### config.mk
export PLATFORM = sky130hd
export DESIGN_NAME = lif_scheduler_flat
export DESIGN_NICKNAME = d
export VERILOG_FILES = /design/src/rtl/lif_scheduler_if.sv /design/src/rtl/lif_scheduler.sv /design/src/flat_wrapper.sv
export SDC_FILE = /design/constraint.sdc
export NUM_CORES = 1
export LEC_CHECK = 0
export CAP_MARGIN = 40
export CORE_UTILIZATION = 40
export DETAILED_ROUTE_END_ITERATION = 12
export SYNTH_ARGS = -nofsm -noshare
export SYNTH_HDL_FRONTEND = slang
export SYNTH_SLANG_ARGS = --single-unit
### constraint.sdc
create_clock -name clk -period 10.4 [get_ports clk]
set_clock_uncertainty 0.05 [all_clocks]
set_input_delay 2.08 -clock clk [delete_from_list [all_inputs] [get_ports clk]]
set_output_delay 2.08 -clock clk [all_outputs]
set_load 0.05 [all_outputs]
### src/rtl/lif_scheduler_if.sv
// Host-side bus of the LIF scheduler: configuration writes, state readback,
// timestep control and the spike event stream.
interface lif_scheduler_if;
    logic       tick;
    logic       cfg_we;
    logic [1:0] cfg_addr;
    logic [7:0] cfg_data;
    logic       thr_we;
    logic [7:0] thr_data;
    logic [1:0] rd_addr;
    logic [7:0] rd_state;
    logic       busy;
    logic       done;
    logic       ev_valid;
    logic [1:0] ev_addr;
    logic       ev_ready;
    logic       overrun;

    modport master (
        output tick, cfg_we, cfg_addr, cfg_data, thr_we, thr_data, rd_addr, ev_ready,
        input  rd_state, busy, done, ev_valid, ev_addr, overrun
    );

    modport slave (
        input  tick, cfg_we, cfg_addr, cfg_data, thr_we, thr_data, rd_addr, ev_ready,
        output rd_state, busy, done, ev_valid, ev_addr, overrun
    );
endinterface

### src/rtl/lif_scheduler.sv
// Time-multiplexed leaky integrate-and-fire scheduler: one shared update
// datapath walks four neurons per timestep, then drains spike events
// lowest index first through a valid/ready stream.
module lif_scheduler #(
    parameter int         N_NEURONS = 4,
    parameter logic [7:0] THR_RESET = 8'd200
) (
    input  logic             clk,
    input  logic             rst_n,
    lif_scheduler_if.slave   bus
);
    typedef enum logic [1:0] {S_IDLE, S_UPDATE, S_EMIT, S_DONE} state_t;

    state_t                        st_q, st_d;
    logic [N_NEURONS-1:0][7:0]     mem_q;
    logic [N_NEURONS-1:0][7:0]     cur_q;
    logic [7:0]                    thr_q;
    logic [N_NEURONS-1:0]          pend_q, pend_d;
    logic [1:0]                    idx_q, idx_d;
    logic                          ovr_q;

    logic [7:0] s_old, c_old, leak, s_new;
    logic [8:0] sum;
    logic       spike;
    logic [1:0] first_c;
    logic       hs;

    // Shared LIF datapath: compare and integrate on the pre-update values.
    always_comb begin
        s_old = mem_q[idx_q];
        c_old = cur_q[idx_q];
        spike = (s_old >= thr_q);
        leak  = s_old - (s_old >> 3);
        sum   = {1'b0, c_old} + {1'b0, leak};
        if (spike)
            s_new = 8'd0;
        else if (sum[8])
            s_new = 8'hFF;
        else
            s_new = sum[7:0];
    end

    // Priority pick of the lowest pending neuron; defaults to 0 when empty.
    always_comb begin
        first_c = 2'd0;
        for (int i = N_NEURONS - 1; i >= 0; i--)
            if (pend_q[i]) first_c = 2'(i);
    end

    assign hs = (st_q == S_EMIT) && (|pend_q) && bus.ev_ready;

    // Next-state logic for the timestep sequencer and pending spike vector.
    always_comb begin
        st_d   = st_q;
        idx_d  = idx_q;
        pend_d = pend_q;
        case (st_q)
            S_IDLE: begin
                if (bus.tick) begin
                    st_d  = S_UPDATE;
                    idx_d = 2'd0;
                end
            end
            S_UPDATE: begin
                if (spike) pend_d[idx_q] = 1'b1;
                idx_d = idx_q + 2'd1;
                if (idx_q == 2'(N_NEURONS - 1)) st_d = S_EMIT;
            end
            S_EMIT: begin
                if (hs) pend_d[first_c] = 1'b0;
                // Leave as soon as the last event is taken (or none existed).
                if (pend_d == '0) st_d = S_DONE;
            end
            S_DONE: st_d = S_IDLE;
            default: st_d = S_IDLE;
        endcase
    end

    // Control registers; a tick arriving while busy is dropped and flagged.
    always_ff @(posedge clk) begin
        if (!rst_n) begin
            st_q   <= S_IDLE;
            idx_q  <= 2'd0;
            pend_q <= '0;
            ovr_q  <= 1'b0;
            thr_q  <= THR_RESET;
        end else begin
            st_q   <= st_d;
            idx_q  <= idx_d;
            pend_q <= pend_d;
            ovr_q  <= bus.tick && (st_q != S_IDLE);
            if (bus.thr_we) thr_q <= bus.thr_data;
        end
    end

    // Per-neuron storage: host current writes and membrane updates.
    always_ff @(posedge clk) begin
        if (!rst_n) begin
            mem_q <= '0;
            cur_q <= '0;
        end else begin
            for (int n = 0; n < N_NEURONS; n++) begin
                if (bus.cfg_we && (bus.cfg_addr == 2'(n)))
                    cur_q[n] <= bus.cfg_data;
                if ((st_q == S_UPDATE) && (idx_q == 2'(n)))
                    mem_q[n] <= s_new;
            end
        end
    end

    assign bus.rd_state = mem_q[bus.rd_addr];
    assign bus.busy     = (st_q != S_IDLE);
    assign bus.done     = (st_q == S_DONE);
    assign bus.ev_valid = (st_q == S_EMIT) && (|pend_q);
    assign bus.ev_addr  = first_c;
    assign bus.overrun  = ovr_q;
endmodule

### src/flat_wrapper.sv
// flat-port wrapper written by rule: the top's interface ports become plain ports
module lif_scheduler_flat 
#(
    parameter int         N_NEURONS = 4,
    parameter logic [7:0] THR_RESET = 8'd200
)
  (clk, rst_n, bus_tick, bus_cfg_we, bus_cfg_addr, bus_cfg_data, bus_thr_we, bus_thr_data, bus_rd_addr, bus_ev_ready, bus_rd_state, bus_busy, bus_done, bus_ev_valid, bus_ev_addr, bus_overrun);
  lif_scheduler_if bus_i ();
  input  logic clk;
  input  logic rst_n;
  input wire logic [$bits(bus_i.tick)-1:0] bus_tick;
  input wire logic [$bits(bus_i.cfg_we)-1:0] bus_cfg_we;
  input wire logic [$bits(bus_i.cfg_addr)-1:0] bus_cfg_addr;
  input wire logic [$bits(bus_i.cfg_data)-1:0] bus_cfg_data;
  input wire logic [$bits(bus_i.thr_we)-1:0] bus_thr_we;
  input wire logic [$bits(bus_i.thr_data)-1:0] bus_thr_data;
  input wire logic [$bits(bus_i.rd_addr)-1:0] bus_rd_addr;
  input wire logic [$bits(bus_i.ev_ready)-1:0] bus_ev_ready;
  output wire logic [$bits(bus_i.rd_state)-1:0] bus_rd_state;
  output wire logic [$bits(bus_i.busy)-1:0] bus_busy;
  output wire logic [$bits(bus_i.done)-1:0] bus_done;
  output wire logic [$bits(bus_i.ev_valid)-1:0] bus_ev_valid;
  output wire logic [$bits(bus_i.ev_addr)-1:0] bus_ev_addr;
  output wire logic [$bits(bus_i.overrun)-1:0] bus_overrun;
  assign bus_i.tick = bus_tick;
  assign bus_i.cfg_we = bus_cfg_we;
  assign bus_i.cfg_addr = bus_cfg_addr;
  assign bus_i.cfg_data = bus_cfg_data;
  assign bus_i.thr_we = bus_thr_we;
  assign bus_i.thr_data = bus_thr_data;
  assign bus_i.rd_addr = bus_rd_addr;
  assign bus_i.ev_ready = bus_ev_ready;
  assign bus_rd_state = bus_i.rd_state;
  assign bus_busy = bus_i.busy;
  assign bus_done = bus_i.done;
  assign bus_ev_valid = bus_i.ev_valid;
  assign bus_ev_addr = bus_i.ev_addr;
  assign bus_overrun = bus_i.overrun;
  lif_scheduler #(.N_NEURONS(N_NEURONS), .THR_RESET(THR_RESET)) u_core (.clk(clk), .rst_n(rst_n), .bus(bus_i));
endmodule
==> results.py <==
metrics = {
    "synthesis": {
        "synth.top_cell.area_share": 0.353,
        "synth_top_area_cell": "dfxtp_1",
        "synth_async_sr_flop_share": 0,
        "yosys-top-cells-count": "dfxtp_1, nor2_1, nand2_1, mux2i_1, inv_1",
        "ys_ff_latch": 81,
        "syn_avg_cell_area_um2": 9.70,
        "synthFlopType": "dfxtp_1",
        "syn_nets": 531,
        "syn_area_um2": 4600,
        "ys_types": 60,
        "synth_edf_count": 0,
        "ys_seq_area_frac": 0.353,
        "synth.most_common_cell": "dfxtp_1",
        "synth.top_cells.by_area": "dfxtp_1, mux4_2, mux2i_1, ha_1, nor2_1",
        "syn-instance-count": 474,
        "yosysWarnings": 0,
    },
    "cts": {
        "cts_setup_buffers": 0,
        "htree_levels": 3,
        "cts-buffers-inserted": 9,
        "clock_path_buffers": 2,
        "cts_tree": "built",
        "postCtsResizedCells": 0,
        "cts.root.buffer_cell": "clkbuf_16",
        "holdBufCountCts": 0,
        "clk_pin_slew_ps": 60,
        "insertion_delay_ps": 340,
        "numClockSinks": 81,
    },
    "worst_setup_path": {
        "reg2reg_depth": 15,
        "slowest_stage": "clkdlybuf4s50_1",
        "critPathMaxStageDelay_ps": 810,
        "cp.required_ps": 8270,
        "worstPathCellList": "clkdlybuf4s50_1 > mux4_2 > clkdlybuf4s50_1",
        "crit_path_start_kind": "input pin",
        "critPathCaptureType": "output pin",
        "timing.rr.end": "u_core.mem_q[14]$_SDFFE_PN0P_",
        "cp_common_cell": "clkdlybuf4s50_1",
        "cp_max_fo": 8,
        "crit_type": "in2out",
        "rrSetupSlack_ps": 5610,
        "reg2reg_from": "u_core.idx_q[0]$_SDFFE_PN0P_",
        "worst_ep_arrival_time_ps": 4180,
    },
    "die": {
        "io_pins": 40,
        "die-area_um2": 11900,
        "initial_utilization": 0.417,
        "coreArea_um2": 11000,
        "core.rowCount": 38,
        "die_height_um": 109,
        "die_w_um": 109,
    },
    "min_path": {
        "hold_start": "u_core.mem_q[11]$_SDFFE_PN0P_",
        "worstHoldPathType": "reg2reg",
        "hold_depth": 2,
        "holdPathEnd": "u_core.mem_q[11]$_SDFFE_PN0P_",
    },
    "sta": {
        "min_period_over_period": 0.607,
        "hold_viol": 0,
        "setup_viol": 0,
        "max_slew_margin": 0.428,
        "slew_viol_final": 0,
        "fin_tns_setup_ps": 0,
        "layout_min_cycle_time_ps": 6310,
        "worst_pin_slew_ps": 856,
        "maxClockFrequency_mhz": 158,
        "rsz0062_at_grt": "false",
    },
    "placement": {
        "dp.cells": 635,
        "gp_congestion": 0.792,
        "place_hpwl_mm": 7.69,
        "port_buffers": 39,
    },
    "global_route": {
        "globalRoute.totalOverflow": 0,
        "antenna_found_initial": 0,
        "first_global_vias": 3492,
        "gr-usage-all-layers": 0.189,
        "grt_max_degree": 43,
        "grt_pass1_wl_mm": 17.0,
    },
    "drt": {
        "via_per_inst": 5.47,
        "ant_nets": 0,
        "drt-initial-drc-count": 183,
        "wl_per_cell_um": 16.0,
        "dr.pass1.iters": 4,
        "route.detailed.drc": 0,
        "wl_mm": 10.4,
        "route.vias.total": 3555,
    },
    "pwr": {
        "leakage_nw": 2.20,
        "vdd_ir_drop_max_uv": 146,
        "p_per_area_nw_per_um2": 295,
    },
    "final_layout": {
        "fin_cells": 650,
        "n_antenna_cell": 0,
        "drive_gt1_frac": 0.112,
        "fin_nets": 563,
        "syn_to_final_growth_pct": 16.9,
    },
    "outcome": {
        "outcome": "finished, final reports clean",
    },
    "run": {
        "cap_viol_max_count": 0,
    },
}
-- placed cells by master (no fill, tap or decap), types with 2 or more instances in the layout --
cell type        Yosys  final
nor2_1              55     55
o21ai_1             14     14
clkdlybuf4s50_1      0     39
nand3b_1             3      3
nand3_1              6      6
clkbuf_16            0      9
ha_1                29     29
xnor2_1              6      6
a211oi_2             3      3
o21ai_0             29     29
o21a_1               4      4
o211a_1              2      2
o2111ai_4            3      3
mux4_2              24     24
nand2b_1             2      2
a211oi_1             2      2
fa_1                 2      2
nor4_1               2      2
inv_1               36     36
nand2_1             46     46
o211ai_1             6      6
nor2b_1              5      5
a21o_1               3      3
nand4_1              6      6
o21bai_1             2      2
a2bb2oi_1            2      2
o31ai_1              2      2
clkbuf_8             0      3
buf_4                2      4
a21oi_2              3      3
dfxtp_1             81     81
a31oi_1              2      2
a21oi_1              9      9
mux2i_1             37     37
-- cell families after synthesis --
kind of cell | after synthesis | share of synthesized area
xor+xnor | 7 | 0.0133
compound gates | 102 | 0.168
flops | 81 | 0.353
buf+inv | 58 | 0.0512
mux | 61 | 0.198
simple gates | 133 | 0.127
fa+ha+maj | 32 | 0.0898
-- routing by layer --
| metal | track usage | part of all wire | up-vias |
|---|---|---|---|
| met4 | 0.0800 | 0.024 | 0 |
| met3 | 0.0395 | 0.039 | 20 |
| li1 | - | - | 1756 |
| met1 | 0.243 | 0.48 | 1711 |
| met2 | 0.305 | 0.46 | 68 |
| met5 | 0 | 0 | - |
-- cell type report --
type	instances	area, um^2
clock buffer	13	270
clock inverter	2	12.5
fill	1068	5660
inverter	36	135
multi-input combinational	335	2740
sequential	81	1620
tap	140	175
timing repair buffer	43	420
-- state kept, by name, indices dropped and copies added (netlist names) --
signal              cells
u_core.st_q             2
u_core.mem_q           32
u_core.cur_q           32
u_core.idx_q            2
u_core.thr_q            8
u_core.bus.overrun      1
u_core.pend_q           4
-- stage by stage --
step | hold WS [ps] | instance area (um^2) | power [mW] | setup WS, ps | utilization
after floorplan | 383 | 4600 | 1.08 | 5270 | -
after global placement | 399 | 5090 | 1.27 | 4110 | 0.462
after detailed placement | 404 | 5090 | 1.29 | 4070 | 0.462
after CTS | 412 | 5380 | 1.59 | 4060 | 0.487
after global routing | 433 | 5380 | 1.70 | 3990 | 0.487
final | 416 | 5380 | 1.59 | 4090 | 0.487
-- power by group --
group	internal, mW	total [mW]	switching, mW
logic	0.373	0.922	0.549
clock network	0.180	0.300	0.121
registers	0.340	0.366	0.0264
total	0.893	1.59	0.696
-- how the worst max path moves through the flow --
stage                    from               to  slack (ps)  depth (start not counted)
5_1_grt        bus_rd_addr[0]  bus_rd_state[7]        3990                          3
3_3_place_gp   bus_rd_addr[0]  bus_rd_state[1]        4110                          3
3_5_place_dp   bus_rd_addr[0]  bus_rd_state[7]        4070                          3
6_report       bus_rd_addr[0]  bus_rd_state[7]        4090                          3
4_1_cts        bus_rd_addr[0]  bus_rd_state[7]        4060                          3
2_1_floorplan  bus_rd_addr[0]  bus_rd_state[0]        5270                          2
-- critical path: cells and delay by family --
kind,cells,cell delay (ps)
buf+inv,2,1520
mux,1,580
(Power assumes the default switching activity.)
